--- src/rtl/sms4_round_f.sv ---
// sms4_round_f: one SMS4 round, x4 = x0 ^ L(tau(x1 ^ x2 ^ x3 ^ rk)).
// A single S-box is shared over the four bytes, byte 0 first.
// Timing: the accepting edge, then 4 substitution cycles, then 1 linear-transform cycle.
// Optional feature: define SMS4_KEY_MODE_EN to add the key_mode port.
// With key_mode=1 the block applies the key-expansion transform L'.
// Without the macro, the cipher transform L is always used and latency is unchanged.

// Combinational SMS4 S-box; byte in, byte out.
module sms4_sbox (
  input  logic [7:0] a,
  output logic [7:0] y
);

  // Table lookup of the fixed SMS4 substitution.
  always_comb begin
    y = 8'h00;
    case (a)
      8'h00: y = 8'hd6; 8'h01: y = 8'h90; 8'h02: y = 8'he9; 8'h03: y = 8'hfe;
      8'h04: y = 8'hcc; 8'h05: y = 8'he1; 8'h06: y = 8'h3d; 8'h07: y = 8'hb7;
      8'h08: y = 8'h16; 8'h09: y = 8'hb6; 8'h0a: y = 8'h14; 8'h0b: y = 8'hc2;
      8'h0c: y = 8'h28; 8'h0d: y = 8'hfb; 8'h0e: y = 8'h2c; 8'h0f: y = 8'h05;
      8'h10: y = 8'h2b; 8'h11: y = 8'h67; 8'h12: y = 8'h9a; 8'h13: y = 8'h76;
      8'h14: y = 8'h2a; 8'h15: y = 8'hbe; 8'h16: y = 8'h04; 8'h17: y = 8'hc3;
      8'h18: y = 8'haa; 8'h19: y = 8'h44; 8'h1a: y = 8'h13; 8'h1b: y = 8'h26;
      8'h1c: y = 8'h49; 8'h1d: y = 8'h86; 8'h1e: y = 8'h06; 8'h1f: y = 8'h99;
      8'h20: y = 8'h9c; 8'h21: y = 8'h42; 8'h22: y = 8'h50; 8'h23: y = 8'hf4;
      8'h24: y = 8'h91; 8'h25: y = 8'hef; 8'h26: y = 8'h98; 8'h27: y = 8'h7a;
      8'h28: y = 8'h33; 8'h29: y = 8'h54; 8'h2a: y = 8'h0b; 8'h2b: y = 8'h43;
      8'h2c: y = 8'hed; 8'h2d: y = 8'hcf; 8'h2e: y = 8'hac; 8'h2f: y = 8'h62;
      8'h30: y = 8'he4; 8'h31: y = 8'hb3; 8'h32: y = 8'h1c; 8'h33: y = 8'ha9;
      8'h34: y = 8'hc9; 8'h35: y = 8'h08; 8'h36: y = 8'he8; 8'h37: y = 8'h95;
      8'h38: y = 8'h80; 8'h39: y = 8'hdf; 8'h3a: y = 8'h94; 8'h3b: y = 8'hfa;
      8'h3c: y = 8'h75; 8'h3d: y = 8'h8f; 8'h3e: y = 8'h3f; 8'h3f: y = 8'ha6;
      8'h40: y = 8'h47; 8'h41: y = 8'h07; 8'h42: y = 8'ha7; 8'h43: y = 8'hfc;
      8'h44: y = 8'hf3; 8'h45: y = 8'h73; 8'h46: y = 8'h17; 8'h47: y = 8'hba;
      8'h48: y = 8'h83; 8'h49: y = 8'h59; 8'h4a: y = 8'h3c; 8'h4b: y = 8'h19;
      8'h4c: y = 8'he6; 8'h4d: y = 8'h85; 8'h4e: y = 8'h4f; 8'h4f: y = 8'ha8;
      8'h50: y = 8'h68; 8'h51: y = 8'h6b; 8'h52: y = 8'h81; 8'h53: y = 8'hb2;
      8'h54: y = 8'h71; 8'h55: y = 8'h64; 8'h56: y = 8'hda; 8'h57: y = 8'h8b;
      8'h58: y = 8'hf8; 8'h59: y = 8'heb; 8'h5a: y = 8'h0f; 8'h5b: y = 8'h4b;
      8'h5c: y = 8'h70; 8'h5d: y = 8'h56; 8'h5e: y = 8'h9d; 8'h5f: y = 8'h35;
      8'h60: y = 8'h1e; 8'h61: y = 8'h24; 8'h62: y = 8'h0e; 8'h63: y = 8'h5e;
      8'h64: y = 8'h63; 8'h65: y = 8'h58; 8'h66: y = 8'hd1; 8'h67: y = 8'ha2;
      8'h68: y = 8'h25; 8'h69: y = 8'h22; 8'h6a: y = 8'h7c; 8'h6b: y = 8'h3b;
      8'h6c: y = 8'h01; 8'h6d: y = 8'h21; 8'h6e: y = 8'h78; 8'h6f: y = 8'h87;
      8'h70: y = 8'hd4; 8'h71: y = 8'h00; 8'h72: y = 8'h46; 8'h73: y = 8'h57;
      8'h74: y = 8'h9f; 8'h75: y = 8'hd3; 8'h76: y = 8'h27; 8'h77: y = 8'h52;
      8'h78: y = 8'h4c; 8'h79: y = 8'h36; 8'h7a: y = 8'h02; 8'h7b: y = 8'he7;
      8'h7c: y = 8'ha0; 8'h7d: y = 8'hc4; 8'h7e: y = 8'hc8; 8'h7f: y = 8'h9e;
      8'h80: y = 8'hea; 8'h81: y = 8'hbf; 8'h82: y = 8'h8a; 8'h83: y = 8'hd2;
      8'h84: y = 8'h40; 8'h85: y = 8'hc7; 8'h86: y = 8'h38; 8'h87: y = 8'hb5;
      8'h88: y = 8'ha3; 8'h89: y = 8'hf7; 8'h8a: y = 8'hf2; 8'h8b: y = 8'hce;
      8'h8c: y = 8'hf9; 8'h8d: y = 8'h61; 8'h8e: y = 8'h15; 8'h8f: y = 8'ha1;
      8'h90: y = 8'he0; 8'h91: y = 8'hae; 8'h92: y = 8'h5d; 8'h93: y = 8'ha4;
      8'h94: y = 8'h9b; 8'h95: y = 8'h34; 8'h96: y = 8'h1a; 8'h97: y = 8'h55;
      8'h98: y = 8'had; 8'h99: y = 8'h93; 8'h9a: y = 8'h32; 8'h9b: y = 8'h30;
      8'h9c: y = 8'hf5; 8'h9d: y = 8'h8c; 8'h9e: y = 8'hb1; 8'h9f: y = 8'he3;
      8'ha0: y = 8'h1d; 8'ha1: y = 8'hf6; 8'ha2: y = 8'he2; 8'ha3: y = 8'h2e;
      8'ha4: y = 8'h82; 8'ha5: y = 8'h66; 8'ha6: y = 8'hca; 8'ha7: y = 8'h60;
      8'ha8: y = 8'hc0; 8'ha9: y = 8'h29; 8'haa: y = 8'h23; 8'hab: y = 8'hab;
      8'hac: y = 8'h0d; 8'had: y = 8'h53; 8'hae: y = 8'h4e; 8'haf: y = 8'h6f;
      8'hb0: y = 8'hd5; 8'hb1: y = 8'hdb; 8'hb2: y = 8'h37; 8'hb3: y = 8'h45;
      8'hb4: y = 8'hde; 8'hb5: y = 8'hfd; 8'hb6: y = 8'h8e; 8'hb7: y = 8'h2f;
      8'hb8: y = 8'h03; 8'hb9: y = 8'hff; 8'hba: y = 8'h6a; 8'hbb: y = 8'h72;
      8'hbc: y = 8'h6d; 8'hbd: y = 8'h6c; 8'hbe: y = 8'h5b; 8'hbf: y = 8'h51;
      8'hc0: y = 8'h8d; 8'hc1: y = 8'h1b; 8'hc2: y = 8'haf; 8'hc3: y = 8'h92;
      8'hc4: y = 8'hbb; 8'hc5: y = 8'hdd; 8'hc6: y = 8'hbc; 8'hc7: y = 8'h7f;
      8'hc8: y = 8'h11; 8'hc9: y = 8'hd9; 8'hca: y = 8'h5c; 8'hcb: y = 8'h41;
      8'hcc: y = 8'h1f; 8'hcd: y = 8'h10; 8'hce: y = 8'h5a; 8'hcf: y = 8'hd8;
      8'hd0: y = 8'h0a; 8'hd1: y = 8'hc1; 8'hd2: y = 8'h31; 8'hd3: y = 8'h88;
      8'hd4: y = 8'ha5; 8'hd5: y = 8'hcd; 8'hd6: y = 8'h7b; 8'hd7: y = 8'hbd;
      8'hd8: y = 8'h2d; 8'hd9: y = 8'h74; 8'hda: y = 8'hd0; 8'hdb: y = 8'h12;
      8'hdc: y = 8'hb8; 8'hdd: y = 8'he5; 8'hde: y = 8'hb4; 8'hdf: y = 8'hb0;
      8'he0: y = 8'h89; 8'he1: y = 8'h69; 8'he2: y = 8'h97; 8'he3: y = 8'h4a;
      8'he4: y = 8'h0c; 8'he5: y = 8'h96; 8'he6: y = 8'h77; 8'he7: y = 8'h7e;
      8'he8: y = 8'h65; 8'he9: y = 8'hb9; 8'hea: y = 8'hf1; 8'heb: y = 8'h09;
      8'hec: y = 8'hc5; 8'hed: y = 8'h6e; 8'hee: y = 8'hc6; 8'hef: y = 8'h84;
      8'hf0: y = 8'h18; 8'hf1: y = 8'hf0; 8'hf2: y = 8'h7d; 8'hf3: y = 8'hec;
      8'hf4: y = 8'h3a; 8'hf5: y = 8'hdc; 8'hf6: y = 8'h4d; 8'hf7: y = 8'h20;
      8'hf8: y = 8'h79; 8'hf9: y = 8'hee; 8'hfa: y = 8'h5f; 8'hfb: y = 8'h3e;
      8'hfc: y = 8'hd7; 8'hfd: y = 8'hcb; 8'hfe: y = 8'h39; 8'hff: y = 8'h48;
      default: y = 8'h00;
    endcase
  end

endmodule

// State | meaning
// IDLE  | waiting for an input set; in_ready=1
// SUB   | one byte through the shared S-box per cycle, byte 0 first
// LIN   | apply L (or L'), xor with x0, load x4
// DONE  | result held with out_valid=1 until out_ready
module sms4_round_f (
  input  logic        clk,
  input  logic        rst,
  input  logic        in_valid,
  output logic        in_ready,
  input  logic [0:31] x0,
  input  logic [0:31] x1,
  input  logic [0:31] x2,
  input  logic [0:31] x3,
  input  logic [0:31] rk,
`ifdef SMS4_KEY_MODE_EN
  input  logic        key_mode,
`endif
  output logic        out_valid,
  input  logic        out_ready,
  output logic [0:31] x4
);

  typedef enum logic [1:0] {
    IDLE = 2'd0,
    SUB  = 2'd1,
    LIN  = 2'd2,
    DONE = 2'd3
  } state_t;

  state_t      state_q, state_d;
  logic [1:0]  idx_q, idx_d;
  logic [0:31] x0_q, x0_d;
  logic [0:31] xw_q, xw_d;
  logic [0:31] sub_q, sub_d;
  logic [0:31] x4_q, x4_d;
  logic        out_valid_q, out_valid_d;
  logic        mode_q, mode_d;
  logic        mode_in;

  logic [7:0]  sb_in;
  logic [7:0]  sb_out;
  logic [0:31] lin_l;
  logic [0:31] lin_k;

  sms4_sbox u_sbox (
    .a (sb_in),
    .y (sb_out)
  );

`ifdef SMS4_KEY_MODE_EN
  assign mode_in = key_mode;
`else
  assign mode_in = 1'b0;
`endif

  // Pick the byte of the xor word that the S-box works on this cycle.
  always_comb begin
    sb_in = xw_q[0:7];
    case (idx_q)
      2'd0: sb_in = xw_q[0:7];
      2'd1: sb_in = xw_q[8:15];
      2'd2: sb_in = xw_q[16:23];
      2'd3: sb_in = xw_q[24:31];
      default: sb_in = xw_q[0:7];
    endcase
  end

  // Both linear transforms; bit 0 is the MSB, so a left rotate moves low indices to the end.
  always_comb begin
    lin_l = sub_q
          ^ {sub_q[2:31],  sub_q[0:1]}
          ^ {sub_q[10:31], sub_q[0:9]}
          ^ {sub_q[18:31], sub_q[0:17]}
          ^ {sub_q[24:31], sub_q[0:23]};
    lin_k = sub_q
          ^ {sub_q[13:31], sub_q[0:12]}
          ^ {sub_q[23:31], sub_q[0:22]};
  end

  // Next-state and datapath updates for the round sequencer.
  always_comb begin
    state_d     = state_q;
    idx_d       = idx_q;
    x0_d        = x0_q;
    xw_d        = xw_q;
    sub_d       = sub_q;
    x4_d        = x4_q;
    out_valid_d = out_valid_q;
    mode_d      = mode_q;
    case (state_q)
      IDLE: begin
        if (in_valid) begin
          x0_d    = x0;
          xw_d    = x1 ^ x2 ^ x3 ^ rk;
          mode_d  = mode_in;
          sub_d   = '0;
          idx_d   = 2'd0;
          state_d = SUB;
        end
      end
      SUB: begin
        case (idx_q)
          2'd0: sub_d[0:7]   = sb_out;
          2'd1: sub_d[8:15]  = sb_out;
          2'd2: sub_d[16:23] = sb_out;
          2'd3: sub_d[24:31] = sb_out;
          default: sub_d = sub_q;
        endcase
        // Index wraps 3 -> 0 as the FSM leaves SUB.
        idx_d = idx_q + 2'd1;
        if (idx_q == 2'd3) begin
          state_d = LIN;
        end
      end
      LIN: begin
        x4_d        = x0_q ^ (mode_q ? lin_k : lin_l);
        out_valid_d = 1'b1;
        state_d     = DONE;
      end
      DONE: begin
        if (out_ready) begin
          out_valid_d = 1'b0;
          state_d     = IDLE;
        end
      end
      default: state_d = IDLE;
    endcase
  end

  // Register update; synchronous reset discards any in-flight operation.
  always_ff @(posedge clk) begin
    if (rst) begin
      state_q     <= IDLE;
      idx_q       <= 2'd0;
      x0_q        <= '0;
      xw_q        <= '0;
      sub_q       <= '0;
      x4_q        <= '0;
      out_valid_q <= 1'b0;
      mode_q      <= 1'b0;
    end else begin
      state_q     <= state_d;
      idx_q       <= idx_d;
      x0_q        <= x0_d;
      xw_q        <= xw_d;
      sub_q       <= sub_d;
      x4_q        <= x4_d;
      out_valid_q <= out_valid_d;
      mode_q      <= mode_d;
    end
  end

  assign in_ready  = (state_q == IDLE);
  assign out_valid = out_valid_q;
  assign x4        = x4_q;

endmodule

--- config.mk ---
export PLATFORM = sky130hd
export DESIGN_NAME = sms4_round_f
export DESIGN_NICKNAME = d
export VERILOG_FILES = /design/src/rtl/sms4_round_f.sv
export SDC_FILE = /design/constraint.sdc
export NUM_CORES = 1
export LEC_CHECK = 0
export ABC_AREA = 0
export BUFFER_PORTS_ARGS = -buffer_cell sky130_fd_sc_hd__buf_2
export CAP_MARGIN = 20
export CORE_MARGIN = 10
export CORE_UTILIZATION = 40
export DETAILED_ROUTE_END_ITERATION = 16
export PLACE_DENSITY = 0.72
export SLEW_MARGIN = 25
export SYNTH_ARGS = -nofsm -noshare
export SYNTH_HDL_FRONTEND = slang
export SYNTH_SLANG_ARGS = --single-unit
export TNS_END_PERCENT = 100
--- constraint.sdc ---
create_clock -name clk -period 4.08 [get_ports clk]
set_clock_uncertainty 0.05 [all_clocks]
set_input_delay 0.408 -clock clk [delete_from_list [all_inputs] [get_ports clk]]
set_output_delay 0.408 -clock clk [all_outputs]
set_load 0.02 [all_outputs]
* Word level (Yosys, flattened, before mapping)
Memory sizes are Yosys's and may differ from the RTL's. Cells that the tools add are included.
Word-level totals: logic and storage cells 59, bits of input ports 164, memories kept 1, register bits after elaboration 133, output and inout port bits 34, bits in read-only memories 2048
Memory list:
- (no name shown) | words 256, bits a word 8, rd ports 1, clocked after memory_dff 0, wr ports 0, RTL line 17 | case (a)
Operators by class: bitwise gates (word level) 8, add/subtract/negate cells 1, multiplexer cells 15, eq/ne operators 12, reduce and logical (&&, ||, !) cells 12
Operators with widths (count):
- XOR 32 bit | 8
- case mux 32 bit (2 select lines) | 1
- two-way mux 32 bit | 1
- two-way mux 8 bit | 4
- case mux 8 bit (4 select lines) | 1
- AND reduction 3 bit | 5
- equality test 2 bit (second input constant) | 4
- two-way mux 2 bit | 4
- case mux 2 bit (4 select lines) | 1
- inequality test 2 x 1 -> 1 bit (second input constant) | 3
- inequality test 2 bit (second input constant) | 3
- AND reduction 2 bit | 3
- equality test 2 x 1 -> 1 bit (second input constant) | 2
- logical NOT 2 bit | 2
- case mux 2 bit (2 select lines) | 1
- nonzero test 2 bit | 2
- adder 2 x 1 -> 2 bit (second input constant) | 1
- case mux 1 bit (2 select lines) | 1
- two-way mux 1 bit | 1

* Depth between registers and ports, before layout
Gate-level depths: netlist of the first run.
depth in word-level cells 5, gate-level depth with buffers 18, mapped depth without buffers 14

* Modules after synthesis
From an unflattened synthesis of the first run, not the netlist that was laid out.
Second synthesis, totals: cell total of the unflattened synthesis 1318, area, all modules 10727.8 um^2
By module, submodules not included:
- sms4_round_f | area an instance 7247.0 um^2, instances 1, sequential area each 2662.6 um^2, cells an instance 762
- sms4_sbox | area an instance 3480.8 um^2, instances 1, sequential area each 0.0 um^2, cells an instance 556

* Worst setup path after synthesis of the first run
Ideal clock, no wire load.
path kind flip-flop to flip-flop, from register idx_q[0], to register sub_q[20] in the netlist's numbering, cell stages (with the launch flop) 19, clock period less this slack 4.045 ns, arrival 3.894 ns, path slack 0.035 ns, required time 3.929 ns, setup time 0.101 ns, path buffers 5, cells stage by stage dfxtp_1 > inv_1 > ha_1 > buf_2 > a22oi_1 > a22oi_4 > clkbuf_1 > clkbuf_1 > ha_1 > buf_1 > nor2b_1 > a32oi_1 > buf_2 > nor2_1 > a2111oi_0 > a21oi_1 > a311oi_2 > nor3_2 > o41ai_1
Between the ends: longest elaborated chain between the ends 5, elaborated cells on any way between the ends 10, those cells by class eq/ne: 4; mux: 3; reduce/logical: 2; memory: 1
Ends and longest elaborated chain:
- start: declaration | RTL line 119 | logic [1:0] idx_q, idx_d;
- start signal: assignment | RTL line 231 | idx_q <= idx_d;
- equality test 2 bit, or another cell as far along | RTL line 147 | case (idx_q)
- case mux 8 bit (4 select lines) | RTL line 147
- memory (256 x 8 bit)
- two-way mux 8 bit | RTL line 190 | case (idx_q)
- case mux 32 bit (2 select lines) | RTL line 178 | case (state_q)
- end signal: assignment | RTL line 234 | sub_q <= sub_d;
- end: declaration | RTL line 122 | logic [0:31] sub_q, sub_d;
Parallel ways exist; a longest one is shown, timed or not. The select of a mux whose other input is x is not followed. A chain may end at the register's enable or synchronous reset.

* Worst setup path in the final report of the first run
from register idx_q[0], to register sub_q[10] in the netlist's numbering
Between the ends: longest elaborated chain between the ends 5, elaborated cells on any way between the ends 10, those cells by class eq/ne: 4; mux: 3; reduce/logical: 2; memory: 1
Ends and longest elaborated chain (RTL line):
- equality test 2 bit, or another cell as far along | 147
- case mux 8 bit (4 select lines) | 147
- memory (256 x 8 bit)
- two-way mux 8 bit | 190
- case mux 32 bit (2 select lines) | 178
Parallel ways exist; a longest one is shown, timed or not. The select of a mux whose other input is x is not followed.

==> flow_summary.json, run 1 <==
{
  "tightest_slew_ns": 0.906,
  "grt_max_degree": 92,
  "clk_pin_slew_ns": 0.07,
  "fill_cells": 2445,
  "wl_per_cell_um": 23.0,
  "cts_setup_buffers": 0,
  "placed_area_mm2": 0.0119,
  "grt_pass1_wl_um": 65500,
  "cp-start-kind": "flop",
  "hold-path-cell-count": 3,
  "r2r_end": "sub_q[10]",
  "maxSlewHeadroom_pct": 39.6,
  "grt_pass1_vias": 11110,
  "synth_edf_count": 0,
  "setup_slack_ns": 0.280,
  "port_buffers": 197,
  "register_area_mm2": 0.00266,
  "dp_hpwl_um": 32000,
  "grt_use_total_pct": 24.8,
  "die_area_mm2": 0.0326,
  "start_util_pct": 40.8,
  "yosysSeqAreaShare_pct": 25.8,
  "slew_viol_final": 0,
  "crit_top_cell": "o22ai_1",
  "post_cts_resized": 0,
  "rrSetupSlack_ns": 0.28,
  "fin_area_mm2": 0.0125,
  "required_ns": 4.29,
  "yosysUniqueCellTypes": 76,
  "hold_buffers": 0,
  "drc_errors": 0,
  "clock-sinks": 133,
  "finalSetupTns_ns": 0,
  "drive_gt1_share_pct": 22.1,
  "synthCells": 1324,
  "hold_violations": 0,
  "clk_path_buf_depth": 2,
  "yosys_warnings": 0,
  "avgSynthCellArea_um2": 7.80,
  "syn_to_final_growth_pct": 20.8,
  "outcome": "completed",
  "die_y_um": 181,
  "cts_root_buffer": "clkbuf_16",
  "drt_wl_total_um": 42600,
  "num_rows": 58,
  "min_to": "x0_q[26]",
  "reg2reg_depth": 12,
  "layout_min_cycle_time_ns": 3.80,
  "endpoint_kind": "flop",
  "critical_path.max_stage_delay_ns": 0.51,
  "cp_max_fo": 33,
  "ios": 198,
  "hp-class": "in2reg",
  "fmax_mhz": 263,
  "cts_tree": "yes",
  "nets": 1687,
  "vias": 11295,
  "netlist_area_mm2": 0.0103,
  "multi_input_area_mm2": 0.00708,
  "dr.pass1.iters": 7,
  "grt_setup_unrepaired": "no",
  "diodes": 0,
  "drtAntennaViolNets": 0,
  "ys_ff_latch": 133,
  "gp_congestion": 1.07,
  "setup_violations": 0,
  "p_leak_nw": 4.51,
  "insertion_delay_ns": 0.42,
  "core_region_area_mm2": 0.0253,
  "antenna_found_initial": 0,
  "rr_startpoint": "idx_q[0]",
  "ctsHtreeMaxLevel": 4,
  "synth_fp_nets": 1507,
  "crit_chain": "inv_1 -> ha_1 -> a22oi_1 -> a21oi_4 -> inv_2 -> nand2_1 -> buf_4 -> o22ai_1 -> a21oi_1 -> o22ai_1 -> a2bb2oi_2 -> a211oi_1",
  "via_per_inst": 6.12,
  "synth_ff_type": "dfxtp_1",
  "drv_cap": 0,
  "cp_data_arrival_time_ns": 4.01,
  "holdWs_ns": 0.169,
  "drt_iter0_markers": 1344,
  "post-place-ws_ns": 0.310,
  "final_cell_mix": "xnor2_1, buf_2, nor2_1, dfxtp_1, nand2_1",
  "hold_start": "x0[26]",
  "period_share_pct": 93.1,
  "path_class": "reg2reg",
  "grt_overflow": 0,
  "cts-buffers-inserted": 17,
  "crit_slowest_cell": "inv_2",
  "layout_commonest_cell": "xnor2_1",
  "peakVddDrop_mv": 0.708,
  "power.density_mw_per_mm2": 1090,
  "dieWidth_um": 181,
  "async_flop_share_pct": 0
}
==> Yosys cell counts (all sizes together) (11+ instances only) <==
master   number  area share, %
nand2       129            4.7
o2111ai      11           0.93
dfxtp       133             26
clkbuf       60            2.2
xnor2       226             19
ha           19            2.3
nand3        22            1.1
o21ai        57            2.8
o41ai        15            1.3
o211ai       22            1.6
nor2        147            5.4
o31ai        12           0.92
nor3         22            1.1
a31oi        14           0.85
buf          55            3.2
a211oi       88            6.4
a311oi       12            1.1
a21oi        93            4.5
inv          19           0.69
a22oi        15            1.4
nand3b       21            1.5
==> flip-flops by register name, summed over array words and instances (netlist names) <==
name / cells
sub_q: 32
x0_q: 32
x4: 32
xw_q: 32
idx_q: 2
state_q: 2
out_valid: 1
==> cells by family after synthesis <==
family          Yosys count  share of synthesized area, %
fa+ha+maj                20                          2.40
xor+xnor                226                          19.4
buf+inv                 135                          6.07
simple gates            374                          16.0
compound gates          427                          29.5
mux                       9                         0.897
flops                   133                          25.8
==> worst max-delay path by stage <==
stage           endpoint  startpoint
6_report       sub_q[10]    idx_q[0]
5_1_grt        sub_q[20]    idx_q[0]
4_1_cts        sub_q[15]    idx_q[1]
3_5_place_dp   sub_q[15]    idx_q[1]
3_3_place_gp   sub_q[15]    idx_q[0]
2_1_floorplan  sub_q[20]    idx_q[0]
==> worst max-delay path: cells and delay by family, from the launching register on <==
kind | cells | cell delay [ns]
buf+inv | 3 | 0.86
fa+ha+maj | 1 | 0.34
compound gates | 7 | 1.64
simple gates | 1 | 0.35
flops | 1 | 0.38
==> per-stage QoR <==
step	total power [mW]	util, %	instances
2_1_floorplan	8.41	-	1324
3_3_place_gp	11.8	47.0	1815
3_5_place_dp	11.7	47.0	1815
4_1_cts	13.2	49.2	1847
5_1_grt	14.2	49.3	1847
6_report	13.5	49.3	1847
==> cell type report <==
| class | count | area share (%) |
|---|---|---|
| inverter | 20 | 0.602 |
| sequential | 133 | 21.3 |
| clock inverter | 15 | 1.11 |
| clock buffer | 17 | 3.41 |
| tap | 330 | 3.31 |
| multi-input combinational | 1056 | 56.7 |
| timing repair buffer | 276 | 13.5 |
==> routing by layer <==
| metal | wire length (um) | up-vias | global-route usage (%) |
|---|---|---|---|
| met5 | 0 | - | 0 |
| met4 | 2340 | 0 | 13.2 |
| met3 | 4030 | 154 | 6.02 |
| met2 | 18500 | 727 | 38.1 |
| met1 | 17700 | 5228 | 31.4 |
| li1 | - | 5186 | - |
==> power by group <==
group	internal (mW)	switching, mW	leakage, nW
combinational	3.61	6.36	3.14
sequential	1.72	0.403	1.09
clock	0.806	0.657	0.275
Power figures use the tool's default switching activity.
==> inputs of run 2 (changes only) <==
Settings changed: CORE_UTILIZATION 40 to 50, PLACE_DENSITY 0.72 to 0.85.
==> run 2 against run 1 <==
  * Via count rose by 3.3%
  * Total power grew 3.4%
  * Critical endpoint is now sub_q[21]
  * Flip-flop and latch count is the same
==> flow_summary.json, run 2 (same netlist as run 1, synthesis figures left out) <==
{
  "grt_overflow": 0,
  "tightest_slew_ns": 0.926,
  "dp_hpwl_um": 34000,
  "outcome": "completed",
  "total_power_mw": 14.0,
  "drt_iter0_markers": 1959,
  "seqPwrFrac_pct": 15.1,
  "vias": 11666,
  "cp-start-kind": "flop",
  "maxSlewHeadroom_pct": 38.0,
  "clk_pin_slew_ns": 0.07,
  "p_sw_mw": 7.78,
  "antenna_found_initial": 0,
  "holdWs_ns": 0.166,
  "wl_per_cell_um": 25.5,
  "diodes": 0,
  "pwr-share-comb_pct": 74.4,
  "fmax_mhz": 263,
  "layout_commonest_cell": "xnor2_1",
  "finalSetupTns_ns": 0,
  "layout_min_cycle_time_ns": 3.81,
  "nets": 1701,
  "cts-buffers-inserted": 17,
  "drtAntennaViolNets": 0,
  "clock-sinks": 133,
  "syn_to_final_growth_pct": 21.5,
  "hold_violations": 0,
  "crit_end": "sub_q[21]",
  "grt_use_total_pct": 33.1,
  "drt_wl_total_um": 45900,
  "crit_slowest_cell": "nor2b_1",
  "path_class": "reg2reg",
  "hold_buffers": 0,
  "crit_start": "idx_q[0]",
  "start_util_pct": 50.9,
  "critical_path.max_stage_delay_ns": 0.44,
  "postLayoutCoreUtil_pct": 61.8,
  "setup_violations": 0,
  "hp-class": "in2reg",
  "clk_path_buf_depth": 2,
  "endpoint_kind": "flop",
  "cp_data_arrival_time_ns": 4.09,
  "register_area_mm2": 0.00266,
  "p_clk_share_pct": 10.5,
  "gp_congestion": 1.11,
  "r2r_end": "sub_q[21]",
  "drive_gt1_share_pct": 23.3,
  "rrSetupSlack_ns": 0.27,
  "setup_slack_ns": 0.273,
  "crit_top_cell": "buf_4",
  "intPower_mw": 6.23,
  "insertion_delay_ns": 0.42,
  "ios": 198,
  "grt_pass1_vias": 11685,
  "post-place-ws_ns": 0.162,
  "grt_max_degree": 91,
  "cp_max_fo": 53,
  "via_per_inst": 6.48,
  "grt_pass1_wl_um": 68900,
  "drc_errors": 0,
  "slew_viol_final": 0,
  "peakVddDrop_mv": 0.587,
  "p_sw_share_pct": 55.5,
  "multi_input_area_mm2": 0.00711,
  "crit_chain": "inv_1 -> ha_2 -> nor2b_1 -> buf_4 -> a21o_1 -> buf_12 -> nand2_1 -> buf_4 -> a21oi_1 -> o211a_1 -> o211ai_1 -> a32o_1 -> o31ai_1",
  "cts_tree": "yes",
  "core_region_area_mm2": 0.0203,
  "num_rows": 52,
  "required_ns": 4.36,
  "dieWidth_um": 164,
  "period_share_pct": 93.3,
  "dr.pass1.iters": 7,
  "final_cell_mix": "xnor2_1, buf_2, nor2_1, dfxtp_1, nand2_1",
  "drv_cap": 0,
  "die_area_mm2": 0.0268,
  "port_buffers": 197,
  "ctsHtreeMaxLevel": 4,
  "die_y_um": 164,
  "power.density_mw_per_mm2": 1120,
  "fill_cells": 1723,
  "p_leak_nw": 4.58,
  "rr_startpoint": "idx_q[0]",
  "cts_setup_buffers": 0,
  "cts_root_buffer": "clkbuf_16",
  "reg2reg_depth": 13,
  "grt_setup_unrepaired": "no"
}
==> run 2: cell count changes in the layout (fill, tap and decap cells not counted), moves of 2 or more <==
cell,previous run,this run
buf_4,72,83
ha_2,0,4
clkinvlp_4,2,0
ha_1,18,14
==> run 2: critical path, delay by kind of cell (launching register included) <==
family / cells / cell delay, ns
buf+inv: 4 / 0.90
flops: 1 / 0.34
compound gates: 6 / 1.18
fa+ha+maj: 1 / 0.33
simple gates: 2 / 0.87
==> run 2: layout make-up <==
cell class / instances / area share [%]
flip-flops and latches: 133 / 21.2
repair buffers: 289 / 14.3
multi-input cells: 1057 / 56.7
inverters: 20 / 0.599
clock inverters: 15 / 1.10
well taps: 270 / 2.69
clock buffers: 17 / 3.39
==> run 2: power by group through the flow <==
| stage | clock network (mW) | registers [mW] | logic [mW] |
|---|---|---|---|
| finish | 1.47 | 2.12 | 10.4 |
| global route | 1.54 | 2.16 | 10.9 |
| CTS | 1.48 | 2.10 | 9.90 |
| detailed placement | 0 | 2.13 | 9.83 |
| global placement | 0 | 2.11 | 10.0 |
| floorplan | 0 | 2.18 | 6.23 |
==> run 2: how the worst min path moves through the flow <==
stage             start       end  slack (ns)  depth (start not counted)
5_1_grt          x0[16]  x0_q[16]        0.16                          3
2_1_floorplan   x0_q[0]   x0_q[0]        0.40                          2
6_report          x0[7]   x0_q[7]        0.17                          3
3_3_place_gp   x0_q[31]  x0_q[31]        0.40                          2
3_5_place_dp   x0_q[31]  x0_q[31]        0.41                          2
4_1_cts          x0[16]  x0_q[16]        0.16                          3
==> run 2: routing by layer <==
layer	up-vias	routed length, um	part of all wire (%)	GRT usage (%)
li1	5227	-	-	-
met1	5431	17200	37	38.5
met2	806	21000	46	53.9
met3	202	4920	11	9.81
met4	0	2820	6.1	17.5
met5	-	0	0	0
==> run 2: through the flow <==
| step | cell area, um^2 | std cells |
|---|---|---|
| 2_1_floorplan | 10300 | 1324 |
| 3_3_place_gp | 11900 | 1768 |
| 3_5_place_dp | 11900 | 1768 |
| 4_1_cts | 12500 | 1800 |
| 5_1_grt | 12500 | 1801 |
| 6_report | 12500 | 1801 |
==> run 2: what timing repair did <==
action / in CTS / in global routing
setup endpoints to repair: 0 / 15
endpoints found under the hold margin: 0 / 0
gates resized for setup: 0 / 10
==> inputs of run 3 (changes only) <==
Settings changed: SETUP_SLACK_MARGIN from default to 0.5.
==> run 3 against run 2 <==
  * Combinational power grew 9.6%
  * Highest routed layer unchanged
  * Global-route usage grew 0.32 points
  * Non-clock buffer count grew 42
  * Critical path depth is the same
  * Largest power group unchanged
  * Wire length grew 4.0%
  * First-iteration DRC count shrank 10%
==> flow_summary.json, run 3 (same netlist as run 1, synthesis figures left out) <==
{
  "grt_pass1_vias": 11795,
  "via_per_inst": 6.55,
  "period_share_pct": 86.8,
  "peakVddDrop_mv": 0.462,
  "placed_area_mm2": 0.0121,
  "tightest_slew_ns": 0.855,
  "cp-start-kind": "flop",
  "hold_violations": 0,
  "ios": 198,
  "wl_per_cell_um": 25.9,
  "fin_area_mm2": 0.0132,
  "cts-buffers-inserted": 17,
  "ctsHtreeMaxLevel": 4,
  "power.density_mw_per_mm2": 1140,
  "total_power_mw": 15.0,
  "layout_commonest_cell": "xnor2_1",
  "critical_path.max_stage_delay_ns": 0.61,
  "gp_congestion": 1.10,
  "required_ns": 4.35,
  "dp_hpwl_um": 34700,
  "clk_pin_slew_ns": 0.07,
  "num_rows": 52,
  "crit_chain": "inv_2 -> ha_4 -> buf_4 -> nor2b_1 -> buf_4 -> a21o_4 -> nor2_1 -> buf_4 -> o221ai_1 -> nand3_1 -> o311ai_0 -> a32o_1 -> o31ai_1",
  "slew_viol_final": 0,
  "dr.pass1.iters": 8,
  "grt_max_degree": 91,
  "setup_violations": 0,
  "crit_slowest_cell": "nor2_1",
  "drt_wl_total_um": 47700,
  "path_class": "reg2reg",
  "grt_pass1_wl_um": 69800,
  "antenna_found_initial": 0,
  "syn_to_final_growth_pct": 28.1,
  "p_leak_nw": 4.83,
  "crit_top_cell": "buf_4",
  "die_y_um": 164,
  "cts_root_buffer": "clkbuf_16",
  "clock-sinks": 133,
  "cts_tree": "yes",
  "outcome": "completed",
  "grt_setup_unrepaired": "no",
  "layout_min_cycle_time_ns": 3.54,
  "cp_data_arrival_time_ns": 3.81,
  "core_region_area_mm2": 0.0203,
  "endpoint_kind": "flop",
  "finalSetupTns_ns": 0,
  "drv_cap": 0,
  "hp-class": "in2reg",
  "clk_path_buf_depth": 2,
  "fill_cells": 1699,
  "final_cell_mix": "xnor2_1, buf_2, nor2_1, dfxtp_1, nand2_1",
  "grt_use_total_pct": 33.4,
  "die_area_mm2": 0.0268,
  "drtAntennaViolNets": 0,
  "dieWidth_um": 164,
  "grt_overflow": 0,
  "drive_gt1_share_pct": 28.4,
  "insertion_delay_ns": 0.43,
  "maxSlewHeadroom_pct": 42.3,
  "drt_iter0_markers": 1757,
  "cp_max_fo": 7,
  "start_util_pct": 50.9,
  "nets": 1743,
  "fmax_mhz": 282,
  "vias": 12069,
  "port_buffers": 197,
  "drc_errors": 0,
  "holdWs_ns": 0.157
}
==> run 3: timing repair <==
action / in CTS / in global routing
cloned: 1 / 2
setup endpoints to repair: 32 / 32
pin swaps: 5 / 16
gates resized for setup: 24 / 58
buffers inserted: 7 / 15
hold buffers: 0 / 0
==> run 3: layout make-up <==
class / instances / area (um^2) / share of cell area (%)
diodes: 1 / 2.50 / 0.0189
well taps: 270 / 338 / 2.55
clock buffers: 17 / 425 / 3.22
clock inverters: 15 / 151 / 1.14
flip-flops and latches: 133 / 2670 / 20.2
multi-input cells: 1057 / 7420 / 56.1
repair buffers: 331 / 2140 / 16.1
inverters: 20 / 83.8 / 0.634
==> run 3: final timing paths <==
kind	cells past startpoint	slack, ns	endpoint	from
worst max-delay path	13	0.54	sub_q[21]	idx_q[0]
worst min-delay path	3	0.16	x0_q[15]	x0[15]
worst max register to register	13	0.54	sub_q[21]	idx_q[0]
worst min register to register	2	0.43	x0_q[12]	x0_q[12]
==> run 3: worst max-delay path: cells and delay by family, from the launching register on <==
kind	cells	cell delay [ns]
and+or+nand+nor	3	0.89
AOI/OAI and AO/OA	5	1.17
DFF	1	0.40
buffers and inverters	4	0.70
adders and majority gates	1	0.20
==> run 3: per-layer routing <==
layer / global-route usage (%) / vias up / wire, um
li1: - / 5316 / -
met1: 38.4 / 5592 / 17400
met2: 55.1 / 894 / 21600
met3: 9.41 / 267 / 5440
met4: 18.2 / 0 / 3280
met5: 0 / - / 0
==> run 3: where the power goes <==
part           leakage (nW)  switching [mW]  internal (mW)
combinational          3.45            7.12           4.26
sequential             1.09           0.403           1.72
clock                 0.285           0.698          0.817
total                  4.83            8.23           6.80
==> run 3: stage by stage <==
stage	util (%)	std cells	setup WS [ns]
floorplan	-	1324	0.520
global placement	59.5	1786	0.178
detailed placement	59.5	1786	0.124
CTS	63.3	1826	0.484
global route	65.1	1843	0.393
finish	65.2	1844	0.539
